File: src/rtl/ring_count.sv
// Ring counter: counts hysteresis-qualified threshold crossings of a sample
// stream inside a hit window and captures the count when the window closes.
module ring_count #(
   parameter int unsigned DW = 16,
   parameter int unsigned CW = 16
) (
   input  logic          clk_sys,
   input  logic          rst_n,
   input  logic [DW-1:0] sm_data,
   input  logic          sm_vld,
   input  logic [DW-1:0] cfg_th,
   input  logic [DW-1:0] cfg_hys,
   input  logic [1:0]    cfg_mode,
   input  logic          stu_now_hit,
   input  logic          stu_now_lock,
   input  logic          force_end,
   output logic [CW-1:0] stu_ring,
   output logic [CW-1:0] stu_first,
   output logic          stu_ovf,
   output logic [CW-1:0] ph_ring,
   output logic          ph_vld
);

   typedef enum logic [1:0] {
      ST_IDLE = 2'd0,
      ST_HIT  = 2'd1,
      ST_LOCK = 2'd2
   } state_t;

   localparam logic [CW-1:0] CNT_MAX = '1;
   localparam logic [CW-1:0] CNT_ONE = CW'(1);

   state_t        state_q, state_d;
   logic          lvl_q, lvl_d;
   logic          hit_d;
   logic [CW-1:0] cnt_q, cnt_d;
   logic [CW-1:0] tmr_q, tmr_d;
   logic [CW-1:0] first_q, first_d;
   logic          ovf_q, ovf_d;

   logic [DW-1:0] lo_th;
   logic          rise_evt, fall_evt, evt;
   logic          win_open, win_close;
   logic [CW-1:0] tmr_inc, cnt_upd, first_upd;
   logic          ovf_upd;
   logic          capture;

   // Lower threshold saturates at zero when hysteresis exceeds the threshold.
   assign lo_th = (cfg_th > cfg_hys) ? (cfg_th - cfg_hys) : '0;

   always_comb begin
      lvl_d = lvl_q;
      if (sm_vld) begin
         if (sm_data >= cfg_th) begin
            lvl_d = 1'b1;
         end else if (sm_data < lo_th) begin
            lvl_d = 1'b0;
         end
      end
   end

   assign rise_evt = ~lvl_q & lvl_d;
   assign fall_evt = lvl_q & ~lvl_d;

   always_comb begin
      case (cfg_mode)
         2'd0:    evt = rise_evt;
         2'd1:    evt = fall_evt;
         default: evt = rise_evt | fall_evt;
      endcase
   end

   assign win_open  = stu_now_hit & ~hit_d;
   assign win_close = ~stu_now_hit & hit_d;

   // Per-cycle update while counting; also the value captured on close.
   always_comb begin
      tmr_inc   = (tmr_q == CNT_MAX) ? tmr_q : tmr_q + CNT_ONE;
      cnt_upd   = cnt_q;
      ovf_upd   = ovf_q;
      first_upd = first_q;
      if (evt) begin
         if (cnt_q == CNT_MAX) begin
            ovf_upd = 1'b1;
         end else begin
            cnt_upd = cnt_q + CNT_ONE;
         end
         if ((cnt_q == CNT_ONE) && !ovf_q) begin
            first_upd = tmr_inc;
         end
      end
   end

   assign capture = (state_q == ST_HIT) & win_close;

   always_comb begin
      state_d = state_q;
      cnt_d   = cnt_q;
      tmr_d   = tmr_q;
      first_d = first_q;
      ovf_d   = ovf_q;
      if (force_end) begin
         state_d = ST_IDLE;
         cnt_d   = '0;
         ovf_d   = 1'b0;
         tmr_d   = '0;
      end else begin
         case (state_q)
            ST_IDLE: begin
               if (win_open) begin
                  state_d = ST_HIT;
                  cnt_d   = CNT_ONE;
                  ovf_d   = 1'b0;
                  tmr_d   = '0;
                  first_d = '1;
               end
            end
            ST_HIT: begin
               cnt_d   = cnt_upd;
               ovf_d   = ovf_upd;
               first_d = first_upd;
               tmr_d   = tmr_inc;
               if (win_close) begin
                  if (stu_now_lock) begin
                     state_d = ST_LOCK;
                  end else begin
                     state_d = ST_IDLE;
                     cnt_d   = '0;
                     ovf_d   = 1'b0;
                  end
               end
            end
            ST_LOCK: begin
               if (win_open) begin
                  state_d = ST_HIT;
                  cnt_d   = CNT_ONE;
                  ovf_d   = 1'b0;
                  tmr_d   = '0;
                  first_d = '1;
               end else if (!stu_now_lock) begin
                  state_d = ST_IDLE;
                  cnt_d   = '0;
                  ovf_d   = 1'b0;
               end
            end
            default: begin
               state_d = ST_IDLE;
               cnt_d   = '0;
               ovf_d   = 1'b0;
            end
         endcase
      end
   end

   always_ff @(posedge clk_sys or negedge rst_n) begin
      if (!rst_n) begin
         state_q <= ST_IDLE;
         lvl_q   <= 1'b0;
         hit_d   <= 1'b0;
         cnt_q   <= '0;
         tmr_q   <= '0;
         first_q <= '1;
         ovf_q   <= 1'b0;
      end else begin
         state_q <= state_d;
         lvl_q   <= lvl_d;
         hit_d   <= stu_now_hit;
         cnt_q   <= cnt_d;
         tmr_q   <= tmr_d;
         first_q <= first_d;
         ovf_q   <= ovf_d;
      end
   end

   // Capture uses the pre-clear update so a simultaneous force_end still records.
   always_ff @(posedge clk_sys or negedge rst_n) begin
      if (!rst_n) begin
         stu_ring  <= '0;
         stu_first <= '0;
         stu_ovf   <= 1'b0;
         ph_vld    <= 1'b0;
      end else begin
         ph_vld <= capture & ~force_end;
         if (capture) begin
            stu_ring  <= cnt_upd;
            stu_first <= first_upd;
            stu_ovf   <= ovf_upd;
         end
      end
   end

   assign ph_ring = stu_ring;

endmodule

File: config.mk
export PLATFORM = sky130hd
export DESIGN_NAME = ring_count
export DESIGN_NICKNAME = d
export VERILOG_FILES = /design/src/rtl/ring_count.sv
export SDC_FILE = /design/constraint.sdc
export NUM_CORES = 1
export LEC_CHECK = 0
export CAP_MARGIN = 25
export CORE_MARGIN = 2
export CORE_UTILIZATION = 56
export CTS_BUF_LIST = sky130_fd_sc_hd__clkbuf_8
export DETAILED_ROUTE_END_ITERATION = 7
export GPL_ROUTABILITY_DRIVEN = 0
export GPL_TIMING_DRIVEN = 0
export PLACE_DENSITY_LB_ADDON = 0.1
export SLEW_MARGIN = 20
export SYNTH_ARGS = -nofsm -noshare
export SYNTH_HDL_FRONTEND = slang
export SYNTH_SLANG_ARGS = --single-unit
File: constraint.sdc
create_clock -name clk_sys -period 3.4 [get_ports clk_sys]
set_input_delay 0.51 -clock clk_sys [delete_from_list [all_inputs] [get_ports clk_sys]]
set_output_delay 0.51 -clock clk_sys [all_outputs]
set_load 0.01 [all_outputs]
# ---- Word-level counts from Yosys, hierarchy flattened
# Cells that the tools add are included.
dict set report word_totals {
  register_bits 87
  input_bits 56
  output_inout_bits 50
  wordCells 89
}
dict set report classes {
  add_sub_neg 3
  n_lt_le_gt_ge 3
  n_eq_ne 11
  muxes 38
  bitwise_logic 12
  reduce_logical 11
}
# cell count
set ops {}
lappend ops {{2-to-1 mux 16 bit} 15}
lappend ops {{case mux 16 bit (2 select lines)} 2}
lappend ops {{case mux 16 bit (3 select lines)} 1}
lappend ops {{adder 16 x 1 -> 16 bit, second input constant} 2}
lappend ops {{equality test 16 bit, second input constant} 2}
lappend ops {{equality test 16 x 1 -> 1 bit, second input constant} 1}
lappend ops {{>= comparator 16 bit} 1}
lappend ops {{greater-than comparator 16 bit} 1}
lappend ops {{< comparator 16 bit} 1}
lappend ops {{subtractor 16 bit} 1}
lappend ops {{2-to-1 mux 2 bit} 6}
lappend ops {{2-to-1 mux 1 bit} 11}
lappend ops {{AND 1 bit} 6}
lappend ops {{inequality test 3 bit, second input constant} 2}
lappend ops {{case mux 2 bit (3 select lines)} 1}
lappend ops {{AND reduction 3 bit} 2}
lappend ops {{NOT 1 bit} 5}
lappend ops {{equality test 2 x 1 -> 1 bit, second input constant} 2}
lappend ops {{logical NOT 2 bit} 2}
lappend ops {{inequality test 4 bit, second input constant} 1}
lappend ops {{AND reduction 2 bit} 2}
lappend ops {{inequality test 3 x 1 -> 1 bit, second input constant} 1}
lappend ops {{case mux 1 bit (3 select lines)} 1}
lappend ops {{nonzero test 3 bit} 1}
lappend ops {{8 further kinds} 8}

# ---- Depth between registers and ports, before layout
dict set report depth {
  depth_word 15
  ltp_mapped 26
  mapped_depth_nobuf 24
}

# ---- Worst setup path before layout
# No wires, ideal clock.
dict set report synth_path {
  kind {input -> register}
  startpoint {input cfg_th[0]}
  endpoint {register cnt_q[15]}
  t_arrival_ns 4.777
  t_required_ns 3.313
  slack_ns -1.464
  stages 25
  path_buffers 1
  cell_sequence {inv_1 ha_1 inv_1 fa_1 nand3_1 a21oi_1 nor3_1 nor3_1 a2bb2oi_1 buf_2 nand2_1 ha_1 a21oi_1 o21ai_0 o21bai_1 a21oi_1 a21oi_1 or3_1 ha_1 nand2_1 o21ai_1 nor4b_2 nand3_1 or3_1 o211ai_1}
}
dict set report synth_via {
  elab_chain_cells 15
  elab_cells_between_ends 18
}
# element line
set synth_rtl {}
lappend synth_rtl {{start, declared} 11} ;# input logic [DW-1:0] cfg_th,
lappend synth_rtl {{subtractor 16 bit or greater-than comparator 16 bit (tied branches)} 49} ;# assign lo_th = (cfg_th > cfg_hys) ? (cfg_th - cfg_hys) : '0;
lappend synth_rtl {{2-to-1 mux 16 bit} 49}
lappend synth_rtl {{< comparator 16 bit} 56} ;# end else if (sm_data < lo_th) begin
lappend synth_rtl {{2-to-1 mux 1 bit} 56}
lappend synth_rtl {{2-to-1 mux 1 bit (*)} 54} ;# if (sm_data >= cfg_th) begin
lappend synth_rtl {{2-to-1 mux 1 bit (*)} 53} ;# if (sm_vld) begin
lappend synth_rtl {{net lvl_d} 34} ;# logic lvl_q, lvl_d;
lappend synth_rtl {{NOT 1 bit} 63} ;# assign fall_evt = lvl_q & ~lvl_d;
lappend synth_rtl {{AND 1 bit} 63}
lappend synth_rtl {{bitwise OR 1 bit} 69} ;# default: evt = rise_evt | fall_evt;
lappend synth_rtl {{case mux 1 bit (2 select lines) (*)} 66} ;# case (cfg_mode)
lappend synth_rtl {{2-to-1 mux 16 bit (*)} 82} ;# if (evt) begin
lappend synth_rtl {{2-to-1 mux 16 bit} 124} ;# if (stu_now_lock) begin
lappend synth_rtl {{2-to-1 mux 16 bit (*)} 123} ;# if (win_close) begin
lappend synth_rtl {{case mux 16 bit (3 select lines) (*)} 108} ;# case (state_q)
lappend synth_rtl {{2-to-1 mux 16 bit (*)} 102} ;# if (force_end) begin
lappend synth_rtl {{end signal, assigned} 168} ;# cnt_q <= cnt_d;
lappend synth_rtl {{end, declared} 36} ;# logic [CW-1:0] cnt_q, cnt_d;
# The timed path passes the listed nets; every way through them passes the cells marked *.
# A chain may end at the register's enable or synchronous reset.

# ---- Worst setup path after layout
dict set report layout_path {
  startpoint {input cfg_hys[1]}
  endpoint {register stu_first[0]}
}
dict set report layout_via {
  elab_chain_cells 11
  elab_cells_between_ends 13
}
# element line
set layout_rtl {}
lappend layout_rtl {{start, declared} 12} ;# input logic [DW-1:0] cfg_hys,
lappend layout_rtl {{subtractor 16 bit or greater-than comparator 16 bit (tied branches)} 49}
lappend layout_rtl {{2-to-1 mux 16 bit (*)} 49}
lappend layout_rtl {{< comparator 16 bit (*)} 56}
lappend layout_rtl {{2-to-1 mux 1 bit (*)} 56}
lappend layout_rtl {{2-to-1 mux 1 bit (*)} 54}
lappend layout_rtl {{2-to-1 mux 1 bit (*)} 53}
lappend layout_rtl {{net lvl_d} 34}
lappend layout_rtl {{NOT 1 bit} 63}
lappend layout_rtl {{AND 1 bit} 63}
lappend layout_rtl {{bitwise OR 1 bit} 69}
lappend layout_rtl {{case mux 1 bit (2 select lines) (*)} 66}
lappend layout_rtl {{2-to-1 mux 16 bit (*)} 82}
lappend layout_rtl {{end signal, assigned} 186} ;# stu_first <= first_upd;
lappend layout_rtl {{end, declared} 18} ;# output logic [CW-1:0] stu_first,
# Marks and branches as above.

==> impl_metrics.env <==
export IMPL_path_class="in -> reg"
export IMPL_synth_edf_count=0
export IMPL_overflow=0
export IMPL_antenna_found_initial=0
export IMPL_synth_ff_type="dfrtp_1"
export IMPL_root_buffer="clkbuf_8"
export IMPL_synth_top_area_frac=0.287
export IMPL_cp_top_family="compound AO/OA/AOI/OAI gates"
export IMPL_vias_per_cell=6.48
export IMPL_period_needed_ns=4.82
export IMPL_synth_most_common_cell="nand2_1"
export IMPL_syn_to_final_growth_pct=44.5
export IMPL_p_per_area_nw_per_um2=386
export IMPL_cts_tree="done"
export IMPL_synthesis_area_um2=6200
export IMPL_grt_pass1_wl_um=30600
export IMPL_dr_pass1_iters=6
export IMPL_syn_nets=846
export IMPL_end_kind="flip-flop"
export IMPL_finalCritPeriodShare=1.42
export IMPL_vdd_ir_drop_max_v=0.000274
export IMPL_drv_cap=0
export IMPL_synthTopCellsByArea="dfrtp_1 29%, ha_1 10%, dfstp_2 6.8%, nand2_1 5.5%, a21oi_1 5.4%"
export IMPL_post_drt_wl_per_cell_um=20.6
export IMPL_seq_area_frac_synth=0.354
export IMPL_hold_class="in -> async"
export IMPL_n_fill_cell=616
export IMPL_chipHeight_um=109
export IMPL_num_antenna_cells=0
export IMPL_drt_iter0_markers=620
export IMPL_io_pins=106
export IMPL_critPathMaxStageDelay_ns=0.39
export IMPL_clk_latency_ns=0.38
export IMPL_status="complete, but fails checks"
export IMPL_clock_sinks=87
export IMPL_grt_pass1_vias=6364
export IMPL_path_common_cell="a21oi_1"
export IMPL_max_freq_mhz=207
export IMPL_remaining_drc_errors=0
export IMPL_finalClockSkew_ns=0.0165
export IMPL_synth_common_cells="91 x nand2_1, 71 x dfrtp_1, 67 x a21oi_1"
export IMPL_violations="negative setup slack"
export IMPL_synth_distinct_cells=67
export IMPL_cts_buffers=9
export IMPL_grt_max_degree=57
export IMPL_coreArea_um2=10800
export IMPL_worst_endpoint_required_ns=3.65
export IMPL_slew_viol_final=0
export IMPL_nets=1022
export IMPL_critical_path_max_fanout=10
export IMPL_postLayoutCoreUtil=0.827
export IMPL_setup_viol=67
export IMPL_path_clk_slew_ns=0.10
export IMPL_ctsLongestPathBuffers=2
export IMPL_crit_path_start_kind="input port"
export IMPL_start_util=0.572
export IMPL_cp_arrival_ns=5.08
export IMPL_timing_hold_ws_ns=0.0730
export IMPL_avgSynthCellArea_um2=8.41
export IMPL_ant_nets=0
export IMPL_die_area_um2=11900
export IMPL_drive_above_1_share=0.301
export IMPL_portBuffers=104
export IMPL_ys_ff_latch=87
export IMPL_tightest_slew_ns=0.945
export IMPL_die_x_um=109
export IMPL_relSlewSlack=0.365
export IMPL_grt_usage=0.330
export IMPL_worst_path_buf_inv=5
export IMPL_slowest_stage="or3_4"
export IMPL_async_flop_share=1.00
export IMPL_power_total_w=0.00346
export IMPL_hpwl_um=12600
export IMPL_timing_final_ws_setup_ns=-1.42
export IMPL_num_rows=38
export IMPL_ctsHtreeMaxLevel=3
export IMPL_synthCells=737
export IMPL_wl_um=21800
export IMPL_report_final_hold_viol_count=0
export IMPL_leakagePower_nw=3.85
export IMPL_yosysTopAreaCell="dfrtp_1"
export IMPL_ys_warn_count=0
export IMPL_vias=6859
export IMPL_rsz0062_at_grt="yes"
==> layout make-up <==
class,count,area [um2],share of cell area
multi-input cells,559,4380,0.489
clock inverters,7,114,0.0127
plain buffers,48,293,0.0327
clock buffers,9,124,0.0138
repair buffers,165,1510,0.168
flip-flops and latches,87,2200,0.245
inverters,43,169,0.0189
well taps,140,175,0.0196
==> placed cells by master, fill, tap and decap left out, types with 10 or more instances in the layout <==
cell and n:
a21o_1 12, a21oi_1 51, a21oi_2 12, a31oi_1 12
buf_2 15, buf_4 68, buf_6 16, clkbuf_1 17
clkbuf_8 10, clkdlybuf4s50_1 71, dfrtp_1 71, dfstp_2 16
dlygate4sd2_1 11, ha_1 30, ha_4 21, inv_1 26
inv_2 16, nand2_1 81, nand2b_1 13, nand3_1 17
nand4_1 15, nor2_1 53, o211ai_1 13, o21ai_0 26
o21ai_1 25, xnor2_1 11, xor2_1 12
==> what timing repair did <==
item / 4_1_cts / 5_1_grt
pin swaps: 76 / 31
endpoints found under the setup margin: 67 / 67
hold buffers: 0 / 0
cloned: 2 / 0
buffers inserted: 47 / 12
gates resized for setup: 194 / 54
==> logic make-up after synthesis <==
kind of cell | share of synthesized area
simple gates | 0.213
compound gates | 0.199
buf+inv | 0.0686
flops | 0.354
fa+ha+maj | 0.108
xor+xnor | 0.0450
mux | 0.0117
==> layer usage <==
metal  vias up  global-route usage  share of wire
li1       2965                   -              -
met1      3223               0.404           0.37
met2       517               0.567           0.47
met3       154              0.0550          0.095
met4         0               0.152          0.068
met5         -                   0              0
==> registers in the layout, indices dropped and copies added, names as in the netlist <==
signal,cells
stu_ovf,1
hit_d,1
ovf_q,1
tmr_q,16
ph_ring,16
state_q,2
lvl_q,1
ph_vld,1
first_q,16
cnt_q,16
stu_first,16
==> worst reg2reg max path, delay by kind of cell, from the launching register on <==
family	cells	cell delay, ns
AO/OA/AOI/OAI	5	1.04
adder cells (fa/ha/maj)	1	0.16
buffers and inverters	1	0.23
flip-flops	1	0.45
multiplexers	1	0.29
AND/OR/NAND/NOR	3	0.64
==> where the power goes <==
group          internal (W)  leakage [nW]  switching, W
clock network      0.000432         0.119      0.000427
logic              0.000682          2.61      0.000680
registers           0.00115          1.12     0.0000802
==> final timing paths <==
kind	cells past startpoint	to	slack (ns)	startpoint
max	25	stu_first[0]	-1.42	cfg_hys[1]
min	1	ph_ring[5]	0.07	rst_n
max reg2reg	11	stu_first[0]	0.49	lvl_q
min reg2reg	2	stu_ovf	0.48	stu_ovf
max in group asynchronous	2	first_q[8]	2.65	rst_n
min in group clk_sys	2	stu_ovf	0.48	stu_ovf
==> metrics by stage <==
stage          setup slack, ns  area, um2  cells  TNS (ns)
2_1_floorplan            -1.09       6360    737    -63.06
3_3_place_gp             -2.43       7570    981   -238.88
3_5_place_dp             -2.49       7600    982   -150.21
4_1_cts                  -1.03       8650   1047    -60.85
5_1_grt                  -1.51       8960   1058    -92.32
6_report                 -1.42       8960   1058    -86.72
(Power assumes the default switching activity.)
